**src/rtl/proc_pkg.sv**
```systemverilog
// proc_pkg: shared types and constants for the instruction-fetch stage.
//   fetch_state_t   - fetch FSM states (IDLE, REQ, HOLD, ERR)
//   NOP_INSTR       - instruction register reset value
//   ROM_BASE_ADDR   - reset value of the fetch address (matches the PC reset value)
//   WORD_ALIGN_MASK - clears the byte-offset bits of a PC to form a word address
package proc_pkg;

   typedef enum logic [1:0] {IDLE, REQ, HOLD, ERR} fetch_state_t;

   localparam logic [31:0] NOP_INSTR       = 32'h0000_0000;
   localparam logic [31:0] ROM_BASE_ADDR   = 32'h0006_0000;
   localparam logic [31:0] WORD_ALIGN_MASK = 32'hFFFF_FFFC;

endpackage

```
**src/rtl/instr_fetch.sv**
```systemverilog
// instr_fetch: fetches one 32-bit word per PC from instruction ROM over a req/ack
// handshake and holds it in an instruction register for decode.
// Optional feature: define FETCH_TIMEOUT_EN to enable the ROM ack timeout (ERR state).
// Ports:
//   clk        in   rising-edge clock
//   rst        in   asynchronous active-low reset
//   en         in   fetch enable
//   pc_in      in   current PC
//   pc_inc     out  one-cycle pulse requesting PC += 4
//   flush      in   redirect pulse, discards current/in-flight instruction
//   mem_req    out  ROM read request
//   mem_addr   out  ROM word address
//   mem_ack    in   ROM data valid
//   mem_rdata  in   ROM read data
//   ir         out  instruction register
//   ir_pc      out  address ir was fetched from
//   ir_valid   out  ir holds an unconsumed instruction
//   ir_ready   in   decode accepts ir
//   fetch_err  out  sticky ROM timeout flag
module instr_fetch
   import proc_pkg::*;
#(
   parameter logic [31:0] ROM_BASE = ROM_BASE_ADDR,
   parameter logic [31:0] NOP      = NOP_INSTR
`ifdef FETCH_TIMEOUT_EN
   ,
   parameter int unsigned TIMEOUT  = 16
`endif
) (
   input  logic        clk,
   input  logic        rst,
   input  logic        en,
   input  logic [31:0] pc_in,
   output logic        pc_inc,
   input  logic        flush,
   output logic        mem_req,
   output logic [31:0] mem_addr,
   input  logic        mem_ack,
   input  logic [31:0] mem_rdata,
   output logic [31:0] ir,
   output logic [31:0] ir_pc,
   output logic        ir_valid,
   input  logic        ir_ready,
   output logic        fetch_err
);

   fetch_state_t state;
   logic         drop;
   logic         expired;
   logic [31:0]  pc_word;

   assign pc_word = pc_in & WORD_ALIGN_MASK;
   assign mem_req = state == REQ;
   // A completing fetch is kept only if no redirect hit it, either earlier (drop) or now (flush).
   assign pc_inc  = mem_req & mem_ack & ~drop & ~flush;

`ifdef FETCH_TIMEOUT_EN
   logic [15:0] cnt;

   // Counts consecutive un-acked REQ cycles; zero outside REQ so every REQ entry starts fresh.
   always_ff @(posedge clk or negedge rst) begin
      if (!rst) cnt <= '0;
      else cnt <= (mem_req && !mem_ack) ? cnt + 16'd1 : 16'd0;
   end

   assign expired   = mem_req & ~mem_ack & (cnt == 16'(TIMEOUT - 1));
   // ERR is only left by reset, so the state itself is the sticky flag.
   assign fetch_err = state == ERR;
`else
   assign expired   = 1'b0;
   assign fetch_err = 1'b0;
`endif

   always_ff @(posedge clk or negedge rst) begin
      if (!rst) begin
         state    <= IDLE;
         mem_addr <= ROM_BASE;
         ir       <= NOP;
         ir_pc    <= ROM_BASE;
         ir_valid <= 1'b0;
         drop     <= 1'b0;
      end else begin
         case (state)
            IDLE:
               if (en) begin
                  mem_addr <= pc_word;
                  state    <= REQ;
               end
            REQ:
               if (mem_ack) begin
                  if (pc_inc) begin
                     ir       <= mem_rdata;
                     ir_pc    <= mem_addr;
                     ir_valid <= 1'b1;
                     state    <= HOLD;
                  end else begin
                     // Stale data: re-issue from the redirected PC.
                     drop     <= 1'b0;
                     mem_addr <= pc_word;
                  end
               end else if (expired) state <= ERR;
               else if (flush) drop <= 1'b1;
            HOLD:
               if (flush || ir_ready) begin
                  ir_valid <= 1'b0;
                  mem_addr <= pc_word;
                  state    <= en ? REQ : IDLE;
               end
            default: ;
         endcase
      end
   end

endmodule

```
**config.mk**
```make
export PLATFORM = sky130hd
export DESIGN_NAME = instr_fetch
export DESIGN_NICKNAME = d
export VERILOG_FILES = /design/src/rtl/proc_pkg.sv /design/src/rtl/instr_fetch.sv
export SDC_FILE = /design/constraint.sdc
export NUM_CORES = 1
export LEC_CHECK = 0
export ABC_CLOCK_PERIOD_IN_PS = 4800
export CORE_MARGIN = 3
export CORE_UTILIZATION = 46
export CTS_CLUSTER_SIZE = 16
export DETAILED_ROUTE_END_ITERATION = 10
export PLACE_DENSITY = 0.85
export SYNTH_ARGS = -nofsm -noshare
export SYNTH_HDL_FRONTEND = slang
export SYNTH_SLANG_ARGS = --single-unit
```
**constraint.sdc**
```tcl
create_clock -name clk -period 4.8 [get_ports clk]
set_clock_uncertainty 0.15 [all_clocks]
set_input_delay 0.72 -clock clk [delete_from_list [all_inputs] [get_ports clk]]
set_output_delay 0.72 -clock clk [all_outputs]
set_load 0.1 [all_outputs]
```
Yosys cells after proc, flatten, opt, wreduce, memory -nomap -nowiden

Cells that the tools add are included.

Register bits: 100
Bits in latches: 0
Memory bits (writable): 0
Bits in read-only memories: 0
Output and inout port bits: 100
Word-level logic and storage cells: 47
Memories kept: 0

$add $sub $neg: 0
Multipliers: 0
Divide/modulo/power cells: 0
$lt $le $gt $ge: 0
Equal/unequal tests: 8
Shifts and indexed selects: 0
Multiplexer cells: 18
Bitwise operators: 5
Reduce and logical (&&, ||, !) cells: 10

Operators with widths:

| kind               | number |
|---|---|
| $mux 32            | 4 |
| $pmux 32 s3        | 1 |
| $ne 2x2->1 const B | 5 |
| $reduce_and 5->1   | 2 |
| $mux 2             | 4 |
| $mux 1             | 7 |
| $pmux 2 s3         | 1 |
| $reduce_and 3->1   | 2 |
| $reduce_and 4->1   | 1 |
| $reduce_bool 2->1  | 2 |
| $and 1x1->1        | 3 |
| $reduce_bool 3->1  | 1 |
| $eq 2x1->1 const B | 1 |
| $eq 2x2->1 const B | 1 |
| $logic_not 2->1    | 1 |
| $ne 2x1->1 const B | 1 |
| $not 1->1          | 2 |
| $pmux 1 s2         | 1 |
| $logic_or 1x1->1   | 1 |

Depth between registers and ports, before layout

Word-level depth: 7
Gate-level depth with buffers: 6
Mapped depth without buffers: 4

Worst setup path after synthesis

OpenSTA, ideal clock, no wires.

Path type: register to output
From: register state[1]
To: output mem_req
Data arrival time: 1915 ps
Data required time: 3930 ps
Setup slack: 2015 ps
Cell stages (with the launch flop): 3
Buffers on the path: 1
Path through: dfrtp_1 buf_2 nor2b_1

Cells in the longest elaborated chain, start to end: 1

RTL lines:

| item                     | RTL line           | text |
|---|---|---|
| start: declaration       | instr_fetch.sv:47  | `fetch_state_t state;` |
| start signal: assignment | instr_fetch.sv:107 | `state <= en ? REQ : IDLE;` |
| $eq 2x1->1               | instr_fetch.sv:53  | `assign mem_req = state == REQ;` |
| end: declaration         | instr_fetch.sv:36  | `output logic mem_req,` |

Every way passes these cells.

Worst setup path after layout

From: input mem_ack
To: output pc_inc

Cells in the longest elaborated chain, start to end: 3

RTL lines:

| item                      | RTL line          | text |
|---|---|---|
| start: declaration        | instr_fetch.sv:38 | `input logic mem_ack,` |
| $and 1x1->1 (3 in series) | instr_fetch.sv:55 | `assign pc_inc = mem_req & mem_ack & ~drop & ~flush;` |
| end: declaration          | instr_fetch.sv:34 | `output logic pc_inc,` |

Every way passes these cells.

==> run metrics <==
Setup Buffers After CTS=0; vias in the first global route=3731; via density per instance=5.81; IO Port Bufs=162; CTS Buf Count=9; CTS tree=yes; CP Cell Sequence=clkdlybuf4s50_1 -> nand2_2 -> clkinv_2 -> buf_12; Pre-antenna DRT Iters=6; max cap viols=0; number of synthesized register bits=96; reg2reg setup slack=2.19 ns; clock tree buffer depth=2; PostCTS Resize Cnt=0; Synth area leader=dfrtp_1; fin cells=625; distinct cell type count after synthesis=27; nets=582; Least-Margin Pin Slew=1.18 ns; DP HPWL=7940 um; Relative slew margins=21.5%; Crit path max-delay family=buffers and inverters; GRT Util Overall=23.7%; max incr delay on CP=0.85 ns; worst path bufs/invs=3; Final Max Tran Viols=0; Area growth, synth to finish=44.6%; Clk Latency, worst-skew pair=0.34 ns; Die Span X=101 um; setup tns final=0 ns; total core area=0.00876 mm2; most frequent cells in the layout=160 x clkdlybuf4s50_1, 92 x dfrtp_1, 62 x o21ai_0, 31 x inv_1; final hold vios=0; first-pass GRT wire length=19000 um; Critical Path Start Type=primary input; Ports=170; final period utilization=72.7%; ANT nets after route=0; fin crit period=3.49 ns; crit path kind=in2out; die area=0.0102 mm2; DRT iter0 DRCs=188; CP max FO=29; diode count=0; post-synth top area share=55.5%; clock root cell=clkbuf_8; initial core utilization=47.4%; Synth Instances=367; layout cells sized above 1=7.54%; top post-synthesis cells by area=dfrtp_1 55%, mux2_1 7.9%, o21ai_0 7.5%; slowest stage cell, crit path=clkdlybuf4s50_1; clk slew on worst S/H paths=0.09 ns; Die Span Y=101 um; outcome=complete, no violations; commonest non-fill, non-tap cell in the layout=clkdlybuf4s50_1; worst r2r dst=ir[20]$_DFFE_PN0P_; FP Rows=34; mean routed wirelength per cell=19.2 um; GRT Residual Overflow=0; H-tree levels=3; antenna violations before repair=0; register area share after synthesis=58.0%; Worst Path Arrival=2.62 ns; Final setup viols=0; CP required=3.93 ns; FF-to-FF Start=state[1]$_DFFE_PN0P_; hold buffers post-CTS=0; largest net degree at the start of global routing=55; # clock sinks=96; synthesized area per cell=11.3 um2; gpl congestion=0.776; Reg2Reg Depth=6; Post-Route WL=12000 um; vias=3632; fmax=286 MHz; Cells after DPL=609; HP Class=in2async; crit path capture type=primary output; Synth Cell Area=0.00415 mm2; RSZ-0062 raised after global routing=false; crit path launch=mem_ack; smallest hold slack=0.269 ns; Remaining DRCs=0; Syn. warnings=0
## metrics by stage
step	instance area, um2	util [%]	worst slack (ns)
3_3_place_gp	5810	66.3	1.33
2_1_floorplan	4170	-	2.02
6_report	6000	68.5	1.31
5_1_grt	6000	68.5	1.20
4_1_cts	6000	68.5	1.28
3_5_place_dp	5810	66.3	1.31
## kinds of logic (layout without fill, tap and decap cells)
logic type	count (synthesis)	after routing	share of synthesized area, %
AO/OA/AOI/OAI	127	127	20.0
flip-flops	96	96	58.0
buffers and inverters	72	218	7.69
AND/OR/NAND/NOR	38	38	5.25
multiplexers	33	33	8.92
other	1	5	0.0904
## worst max-delay path by stage
stage | to | slack (ns) | depth (start not counted)
after floorplan | mem_req | 2.02 | 2
after global placement | pc_inc | 1.33 | 4
after detailed placement | pc_inc | 1.31 | 4
after CTS | pc_inc | 1.28 | 4
after global routing | pc_inc | 1.20 | 4
final | pc_inc | 1.31 | 4
## sequential cells by signal (all words and copies together), names as in the netlist
signal,count
drop,1
ir,32
ir_pc,30
ir_valid,1
mem_addr,30
state,2
## synthesized netlist by cell type
cell / n
nor4b_4: 1
buf_2: 5
nand3_1: 30
mux2_1: 29
dfrtp_1: 92
nor2b_1: 1
nor2_1: 1
o211ai_1: 30
dfstp_2: 4
buf_4: 5
nand2_1: 2
o21a_1: 1
a21boi_0: 1
mux2i_1: 1
a21oi_1: 2
nand2_2: 1
conb_1: 1
clkbuf_1: 27
o21ai_0: 62
o221ai_1: 30
buf_6: 3
nand2b_1: 1
or4b_4: 1
inv_1: 31
o22a_1: 1
mux2_2: 3
clkinv_2: 1
## final cells by class
class | count | area (um2)
fillers | 673 | 2760
flip-flops and latches | 96 | 2410
repair buffers | 170 | 1690
multi-input cells | 203 | 1450
clock buffers | 12 | 165
well taps | 108 | 135
inverters | 32 | 121
clock inverters | 4 | 27.5
## layer usage
metal	vias to the layer above	track usage [%]	wire length [um]
li1	1616	-	-
met2	218	40.2	5960
met4	0	7.36	191
met1	1783	31.1	4710
met3	15	4.01	1130
met5	-	0	0
Power is left out: the tool's default activity adds up to more than one toggle a clock period on the data nets, which glitch-free logic cannot reach.
